$ cat config.mk
export PLATFORM = sky130hd
export DESIGN_NAME = mem_port_arbiter
export DESIGN_NICKNAME = d
export VERILOG_FILES = /design/src/rtl/riscv_mem_pkg.sv /design/src/rtl/Mux.sv /design/src/rtl/arb_pick.sv /design/src/rtl/mem_port_arbiter.sv
export SDC_FILE = /design/constraint.sdc
export NUM_CORES = 1
export LEC_CHECK = 0
export BUFFER_PORTS_ARGS = -buffer_cell sky130_fd_sc_hd__buf_2
export CAP_MARGIN = 20
export CORE_UTILIZATION = 51
export DETAILED_ROUTE_END_ITERATION = 12
export PLACE_DENSITY = 0.9
export SLEW_MARGIN = 0
export SYNTH_ARGS = -nofsm -noshare
export SYNTH_HDL_FRONTEND = slang
export SYNTH_HIERARCHICAL = 1
export SYNTH_SLANG_ARGS = --single-unit
$ cat constraint.sdc
create_clock -name clk -period 3.7 [get_ports clk]
set_input_delay 0.37 -clock clk [delete_from_list [all_inputs] [get_ports clk]]
set_output_delay 0.37 -clock clk [all_outputs]
set_load 0.005 [all_outputs]
$ cat src/rtl/riscv_mem_pkg.sv
// Shared definitions for the unified memory port arbiter: FSM states,
// port identifiers and the machine word width.
package riscv_mem_pkg;

  localparam int XLEN = 32;

  localparam logic PORT_IF = 1'b0;
  localparam logic PORT_D  = 1'b1;

  typedef enum logic [1:0] {
    IDLE,
    ACCESS,
    RESP
  } arb_state_t;

endpackage

$ cat src/rtl/Mux.sv
// Generic two-input word multiplexer: sel = 0 passes in_1, sel = 1 passes in_2.
module Mux #(
  parameter int WIDTH = 32
) (
  input  logic [WIDTH-1:0] in_1,
  input  logic [WIDTH-1:0] in_2,
  input  logic             sel,
  output logic [WIDTH-1:0] out
);

  assign out = sel ? in_2 : in_1;

endmodule

$ cat src/rtl/arb_pick.sv
// Combinational winner select for the shared memory port, plus the
// next value of the fetch starvation counter for the chosen winner.
module arb_pick
  import riscv_mem_pkg::*;
#(
  parameter  int MAX_STARVE = 4,
  localparam int CW         = $clog2(MAX_STARVE + 1)
) (
  input  logic          if_req,
  input  logic          d_req,
  input  logic [CW-1:0] starve_cnt,
  output logic          any_req,
  output logic          winner,
  output logic [CW-1:0] starve_next
);

  logic if_owed;

  // Fetch is owed the port once data has won MAX_STARVE times in a row over it.
  assign if_owed = if_req && (starve_cnt == CW'(MAX_STARVE));

  always_comb begin
    any_req     = if_req | d_req;
    winner      = PORT_IF;
    starve_next = starve_cnt;
    if (d_req && !if_owed) begin
      winner = PORT_D;
    end
    if (any_req) begin
      if (winner == PORT_IF) begin
        starve_next = '0;
      end else if (if_req && (starve_cnt != CW'(MAX_STARVE))) begin
        starve_next = starve_cnt + CW'(1);
      end
    end
  end

endmodule

$ cat src/rtl/mem_port_arbiter.sv
// Arbitrates instruction fetch and load/store onto one memory port, latches
// the winning request and returns read data or write acknowledges.
module mem_port_arbiter
  import riscv_mem_pkg::*;
#(
  parameter int MAX_STARVE = 4
) (
  input  logic            clk,
  input  logic            rst_n,
  input  logic            if_req,
  input  logic [XLEN-1:0] if_addr,
  input  logic            d_req,
  input  logic [XLEN-1:0] d_addr,
  input  logic            d_we,
  input  logic [XLEN-1:0] d_wdata,
  output logic            if_gnt,
  output logic            d_gnt,
  output logic            if_rvalid,
  output logic            d_rvalid,
  output logic [XLEN-1:0] rdata,
  output logic            mem_req,
  output logic [XLEN-1:0] mem_addr,
  output logic            mem_we,
  output logic [XLEN-1:0] mem_wdata,
  input  logic [XLEN-1:0] mem_rdata,
  input  logic            mem_ready,
  output logic            mem_sel,
  output logic            busy
);

  localparam int CW = $clog2(MAX_STARVE + 1);

  arb_state_t      state_reg, state_next;
  logic [CW-1:0]   starve_reg;
  logic [CW-1:0]   starve_next;
  logic            sel_reg;
  logic [XLEN-1:0] addr_reg;
  logic            we_reg;
  logic [XLEN-1:0] wdata_reg;
  logic [XLEN-1:0] rdata_reg;
  logic            if_gnt_reg, d_gnt_reg;
  logic            if_rvalid_reg, d_rvalid_reg;

  logic            any_req;
  logic            winner;
  logic [XLEN-1:0] addr_mux;
  logic [XLEN-1:0] wdata_mux;
  logic [XLEN-1:0] if_wdata;
  logic            load;
  logic            complete;

  // Fetch never writes, so its write-data leg is tied to zero.
  assign if_wdata = '0;

  arb_pick #(
    .MAX_STARVE(MAX_STARVE)
  ) u_pick (
    .if_req     (if_req),
    .d_req      (d_req),
    .starve_cnt (starve_reg),
    .any_req    (any_req),
    .winner     (winner),
    .starve_next(starve_next)
  );

  Mux #(.WIDTH(XLEN)) u_addr_mux (
    .in_1(if_addr),
    .in_2(d_addr),
    .sel (winner),
    .out (addr_mux)
  );

  Mux #(.WIDTH(XLEN)) u_wdata_mux (
    .in_1(if_wdata),
    .in_2(d_wdata),
    .sel (winner),
    .out (wdata_mux)
  );

  always_comb begin
    state_next = state_reg;
    load       = 1'b0;
    complete   = 1'b0;
    case (state_reg)
      IDLE: begin
        if (any_req) begin
          state_next = ACCESS;
          load       = 1'b1;
        end
      end
      ACCESS: begin
        if (mem_ready) begin
          state_next = RESP;
          complete   = 1'b1;
        end
      end
      RESP:    state_next = IDLE;
      default: state_next = IDLE;
    endcase
  end

  always_ff @(posedge clk or negedge rst_n) begin
    if (!rst_n) begin
      state_reg     <= IDLE;
      starve_reg    <= '0;
      sel_reg       <= PORT_IF;
      addr_reg      <= '0;
      we_reg        <= 1'b0;
      wdata_reg     <= '0;
      rdata_reg     <= '0;
      if_gnt_reg    <= 1'b0;
      d_gnt_reg     <= 1'b0;
      if_rvalid_reg <= 1'b0;
      d_rvalid_reg  <= 1'b0;
    end else begin
      state_reg     <= state_next;
      if_gnt_reg    <= load && (winner == PORT_IF);
      d_gnt_reg     <= load && (winner == PORT_D);
      if_rvalid_reg <= complete && (sel_reg == PORT_IF);
      d_rvalid_reg  <= complete && (sel_reg == PORT_D);
      if (load) begin
        sel_reg    <= winner;
        addr_reg   <= addr_mux;
        we_reg     <= (winner == PORT_D) && d_we;
        wdata_reg  <= wdata_mux;
        starve_reg <= starve_next;
      end
      // Writes leave the shared read-data register untouched.
      if (complete && !we_reg) begin
        rdata_reg <= mem_rdata;
      end
    end
  end

  assign if_gnt    = if_gnt_reg;
  assign d_gnt     = d_gnt_reg;
  assign if_rvalid = if_rvalid_reg;
  assign d_rvalid  = d_rvalid_reg;
  assign rdata     = rdata_reg;
  assign mem_addr  = addr_reg;
  assign mem_we    = we_reg;
  assign mem_wdata = wdata_reg;
  assign mem_sel   = sel_reg;
  assign mem_req   = (state_reg == ACCESS);
  assign busy      = (state_reg != IDLE);

endmodule

==> results of run 1 <==
[worst paths after layout]
check	startpoint	end	slack, ns
worst min-delay path	rst_n	rdata[26]	-0.0002
max in group asynchronous	rst_n	mem_addr[11]	2.94
min in group clk	mem_rdata[28]	rdata[28]	0.21
worst max register to register	starve_reg[0]	mem_addr[31]	1.65
worst max-delay path	starve_reg[0]	mem_addr[31]	1.65
worst min register to register	mem_wdata[13]	mem_wdata[13]	0.51
[layer usage]
layer	part of all wire	up-vias	routed length, um	global-route usage
met4	0.020	0	225	0.0918
met1	0.40	1733	4400	0.234
met5	0	-	0	0
met2	0.53	137	5850	0.367
li1	-	1641	-	-
met3	0.054	18	600	0.0370
[cells by family (layout without fill, tap and decap cells)]
family,count (synthesis),after routing,share of synthesized area
mux,165,165,0.410
fa+ha+maj,2,2,0.00467
simple gates,19,19,0.0234
other cells,1,32,0.000700
buf+inv,24,263,0.0540
compound gates,6,6,0.00771
flops,107,107,0.500
[worst max-delay path, cell delays in order, from the launching register on]
cell     delay (ns)
dfrtp_1        0.41
inv_1          0.06
ha_1           0.25
a31oi_4        0.23
buf_12         0.33
mux2_2         0.38
mux2_2         0.26
[metrics by stage]
stage          instance area, um^2  hold slack, ns  power, W
3_3_place_gp                  6640           0.443   0.00415
4_1_cts                       6840          0.0175   0.00500
2_1_floorplan                 5470          0.0744   0.00347
3_5_place_dp                  6640           0.446   0.00428
6_report                      6860       -0.000199   0.00495
5_1_grt                       6860          0.0497   0.00525
[power by group through the flow]
stage               Clock [W]  Combinational [W]  Sequential [W]
finish               0.000711            0.00216         0.00208
global route         0.000773            0.00233         0.00215
CTS                  0.000733            0.00218         0.00209
detailed placement          0            0.00218         0.00210
global placement            0            0.00210         0.00205
floorplan                   0            0.00135         0.00212
[cell usage after synthesis (all sizes together) (2+ instances only)]
cell type  number
mux2          164
ha              2
nand2           3
nand2b          5
buf            20
and2            2
inv             4
dfrtp         107
or2             2
[layout make-up]
type,instances,share of cell area
Clock inverter,7,0.0104
Clock buffer,9,0.0181
Sequential cell,107,0.391
Multi-Input combinational cell,224,0.368
Tap cell,136,0.0248
Timing Repair Buffer,243,0.185
Inverter,4,0.00219
==> impl_metrics.tcl, run 1 <==
set metrics [dict create \
    outcome "finished with violations" \
    violations "hold timing" \
    die_h_um 104 \
    drive_gt1_frac 0.719 \
    track_usage 0.203 \
    vias 3529 \
    endpoint_kind "flip-flop" \
    firstDrtPassIters 4 \
    layout_commonest_cell "buf_2" \
    synth-edff-count 0 \
    diodes 0 \
    timing.final.ws_setup_ns 1.65 \
    setup_viol 0 \
    area_growth_pct 28.0 \
    nFillCells 731 \
    die_area_um2 10900 \
    grt_pass1_vias 3829 \
    period_needed_ns 2.05 \
    p_sw_w 0.00158 \
    drv_cap 0 \
    min_path_type "input pin to asynchronous set/reset pin" \
    p_per_area_nw_per_um2 722 \
    path_class "flip-flop to flip-flop" \
    cts_resized 0 \
    yosys.area.top_type "dfrtp_1" \
    antenna_found_initial 1 \
    globalRouteOverflowTotal 0 \
    whs_ns -0.000199 \
    p_clk_frac 0.144 \
    fin_util 0.670 \
    multiInputGateArea_um2 2530 \
    seq_area_frac_synth 0.500 \
    core_area_um2 10200 \
    layout_common_cells "buf_2, dfrtp_1, mux2_4, mux2_2, conb_1" \
    dp_hpwl_um 8290 \
    synth_cells 324 \
    cts_tree "yes" \
    p_leak_nw 3.56 \
    cts-buffers-inserted 9 \
    p_int_w 0.00336 \
    ys_seq_elements 107 \
    slew_headroom 0.561 \
    postCtsSetupRepairBufs 0 \
    drt_wl_total_um 11100 \
    start_kind "flip-flop" \
    io_pins 238 \
    yosys-top-cells-area "dfrtp_1, mux2_4, mux2_2" \
    grt_pass1_wl_um 17500 \
    clock-sinks 107 \
    start_util 0.524 \
    min_period_over_period 0.555 \
    synth.top_cell.area_share 0.500 \
    instances_no_fill 730 \
    drv_slew 0 \
    rsz0062_at_grt "false" \
    reg2reg_depth 6 \
    seqPwrFrac 0.420 \
    switching_share 0.320 \
    fmax_ghz 0.487 \
    drtIter0Drc 138 \
    async_flop_share 1.00 \
    crit_required_ns 3.95 \
    crit_fanout 53 \
    core.rowCount 37 \
    nets 725 \
    die_w_um 104 \
    worst_pin_slew_ns 0.658 \
    clk_latency_ns 0.37 \
    root_buffer "clkbuf_8" \
    place.gp.congestion 0.782 \
    synth_ff_type "dfrtp_1" \
    clock_path_buffers 2 \
    ys_warn_count 6 \
    portBuffers 237 \
    power_frac_comb 0.436 \
    irDropWorstVdd_uv 346 \
    fin_setup_tns_ns 0 \
    clkTransAtPathRegs_ns 0.12 \
    synth_area_um2 5360 \
    seq_area_um2 2680 \
    post-place-ws_ns 1.63 \
    htreeDepth 3 \
    wl_per_cell_um 15.2 \
    hold_buffers 0 \
    drc 0 \
    syn_area_per_cell_um2 16.5 \
    ant_nets 0 \
    viasPerCell 4.83 \
    grt_max_degree 56 \
    skew_ns 0.0131 \
    hold_viol 2 \
    arrival_ns 2.31 \
    dpl.cell_count 713 \
    synth.distinct_cells 28 \
]
(Power assumes the default switching activity.)
==> inputs of run 2 (changes only) <==
--- a/config.mk
+++ b/config.mk
@@ -7,9 +7,9 @@
 export LEC_CHECK = 0
 export BUFFER_PORTS_ARGS = -buffer_cell sky130_fd_sc_hd__buf_2
 export CAP_MARGIN = 20
-export CORE_UTILIZATION = 51
+export CORE_UTILIZATION = 43
 export DETAILED_ROUTE_END_ITERATION = 12
-export PLACE_DENSITY = 0.9
+export PLACE_DENSITY = 0.82
 export SLEW_MARGIN = 0
 export SYNTH_ARGS = -nofsm -noshare
 export SYNTH_HDL_FRONTEND = slang
==> constraint.sdc (replaced) <==
create_clock -name clk -period 1.75 [get_ports clk]
set_input_delay 0.175 -clock clk [delete_from_list [all_inputs] [get_ports clk]]
set_output_delay 0.175 -clock clk [all_outputs]
set_load 0.005 [all_outputs]
==> run 2 against run 1 <==
The flow finishes with violations (setup timing). Setup slack worse by 1.8 ns. Critical path type unchanged. Register-to-register slack worse by 1.8 ns. Routed wire length is 20% higher. Highest routed layer unchanged. Combinational power grew to 2.6 times the previous value. First-iteration DRC count is 8.7% higher. Sequential power is 110% higher. Critical path depth is 1 higher. Non-clock buffer count is 25 higher.
==> impl_metrics.tcl, run 2 (synthesis gave the netlist of run 1 again) <==
set metrics [dict create \
    whs_ns 0.0422 \
    cts_tree "yes" \
    min_to "rdata[21]" \
    clkTransAtPathRegs_ns 0.08 \
    nets 750 \
    die_w_um 114 \
    reg2reg_depth 7 \
    wl_met3_um 807 \
    endpoint_kind "flip-flop" \
    rsz0062_at_grt "true" \
    min_path_type "input pin to flip-flop" \
    p_per_area_nw_per_um2 1580 \
    drc 0 \
    setup_viol 61 \
    irDropWorstVdd_uv 941 \
    clock-sinks 107 \
    hold_viol 0 \
    htreeDepth 3 \
    drv_slew 0 \
    arrival_ns 2.09 \
    violations "setup timing" \
    power.total_w 0.0120 \
    stdcell_area_um2 7580 \
    worstHoldPathCells 2 \
    timing.final.ws_setup_ns -0.106 \
    grt_pass1_wl_um 20600 \
    drt_wl_total_um 13300 \
    layout_common_cells "buf_2, mux2_4, dfrtp_1, conb_1, mux2_2" \
    area_growth_pct 41.6 \
    drive_gt1_frac 0.733 \
    hp-start "mem_rdata[21]" \
    routed.top_layer "met4" \
    wl_met1_um 5370 \
    rrSetupSlack_ns -0.11 \
    antenna_found_initial 0 \
    portBuffers 237 \
    clk_latency_ns 0.36 \
    p_leak_nw 3.98 \
    r2r-end "mem_addr[19]" \
    viasPerCell 4.67 \
    layout_commonest_cell "buf_2" \
    grt_max_degree 46 \
    die_area_um2 12900 \
    place.gp.congestion 0.696 \
    period_needed_ns 1.86 \
    start_kind "flip-flop" \
    wl_per_cell_um 16.9 \
    io_pins 238 \
    min_period_over_period 1.06 \
    drv_cap 0 \
    outcome "finished with violations" \
    root_buffer "clkbuf_16" \
    grt_pass1_vias 4088 \
    ant_nets 0 \
    globalRouteOverflowTotal 0 \
    clock_path_buffers 2 \
    skew_ns 0.0104 \
    firstDrtPassIters 4 \
    drtIter0Drc 150 \
    start_util 0.444 \
    dp_hpwl_um 9010 \
    fin_setup_tns_ns -3.26 \
    track_usage 0.207 \
    diodes 0 \
    r2r_start "starve_reg[1]" \
    placed_cell_area_um2 6820 \
    crit_fanout 9 \
    core.rowCount 40 \
    wl_met2_um 6880 \
    die_h_um 114 \
    crit_required_ns 1.99 \
    core_area_um2 12100 \
    cts-buffers-inserted 9 \
    vias 3679 \
    path_class "flip-flop to flip-flop" \
    fmax_ghz 0.539 \
]
## run 2: cell count changes in the layout (fill, tap and decap cells not counted), moves of 3 or more
cell / change
buf_6: +3
buf_12: +7
mux2_2: -47
mux2_4: +47
buf_4: +7
buf_16: +5
clkbuf_16: +9
clkbuf_8: -9
## run 2: routing by layer
metal | up-vias | GRT usage
li1 | 1701 | -
met1 | 1803 | 0.237
met2 | 154 | 0.375
met3 | 21 | 0.0436
met4 | 0 | 0.0860
met5 | - | 0
## run 2: worst max-delay path by stage
| stage | start | end | slack [ns] |
|---|---|---|---|
| floorplan | starve_reg[0] | mem_addr[0] | -0.0001 |
| global placement | starve_reg[1] | mem_addr[29] | -0.08 |
| detailed placement | starve_reg[1] | mem_addr[31] | -0.15 |
| CTS | starve_reg[1] | mem_wdata[30] | -0.12 |
| global route | starve_reg[1] | mem_addr[15] | -0.18 |
| finish | starve_reg[1] | mem_addr[19] | -0.11 |
## run 2: critical path, cell delays in order, from the launching register on
cell and delay (ns):
dfrtp_1 0.37, inv_2 0.06, ha_4 0.17, a31oi_4 0.26, buf_6 0.18, buf_16 0.15
mux2_4 0.30, mux2_4 0.26
## run 2: layout make-up
type | instances | area [um^2]
clock buffer | 9 | 225
timing repair buffer | 268 | 1680
multi-input combinational | 224 | 2720
inverter | 4 | 15.0
clock inverter | 7 | 65.1
tap | 168 | 210
fill | 938 | 4480
sequential | 107 | 2680
## run 2: stage by stage
step | utilization | setup WS, ns | std cells
after floorplan | - | -0.000109 | 355
after global placement | 0.566 | -0.0824 | 753
after detailed placement | 0.566 | -0.148 | 753
after CTS | 0.627 | -0.120 | 787
after global routing | 0.629 | -0.177 | 787
final | 0.629 | -0.106 | 787
## run 2: what timing repair did
item,in CTS,in global routing
setup endpoints to repair,29,64
cloned,6,0
gates resized for setup,50,13
pin swaps,2,2
endpoints found under the hold margin,17,0
hold buffers,1,0
setup buffers,11,3
## run 2: report_power, final
group          internal, W  total (W)  switching, W  leakage [nW]
clock              0.00100    0.00201       0.00100         0.141
combinational      0.00353    0.00554       0.00202          2.57
sequential         0.00372    0.00443      0.000710          1.27
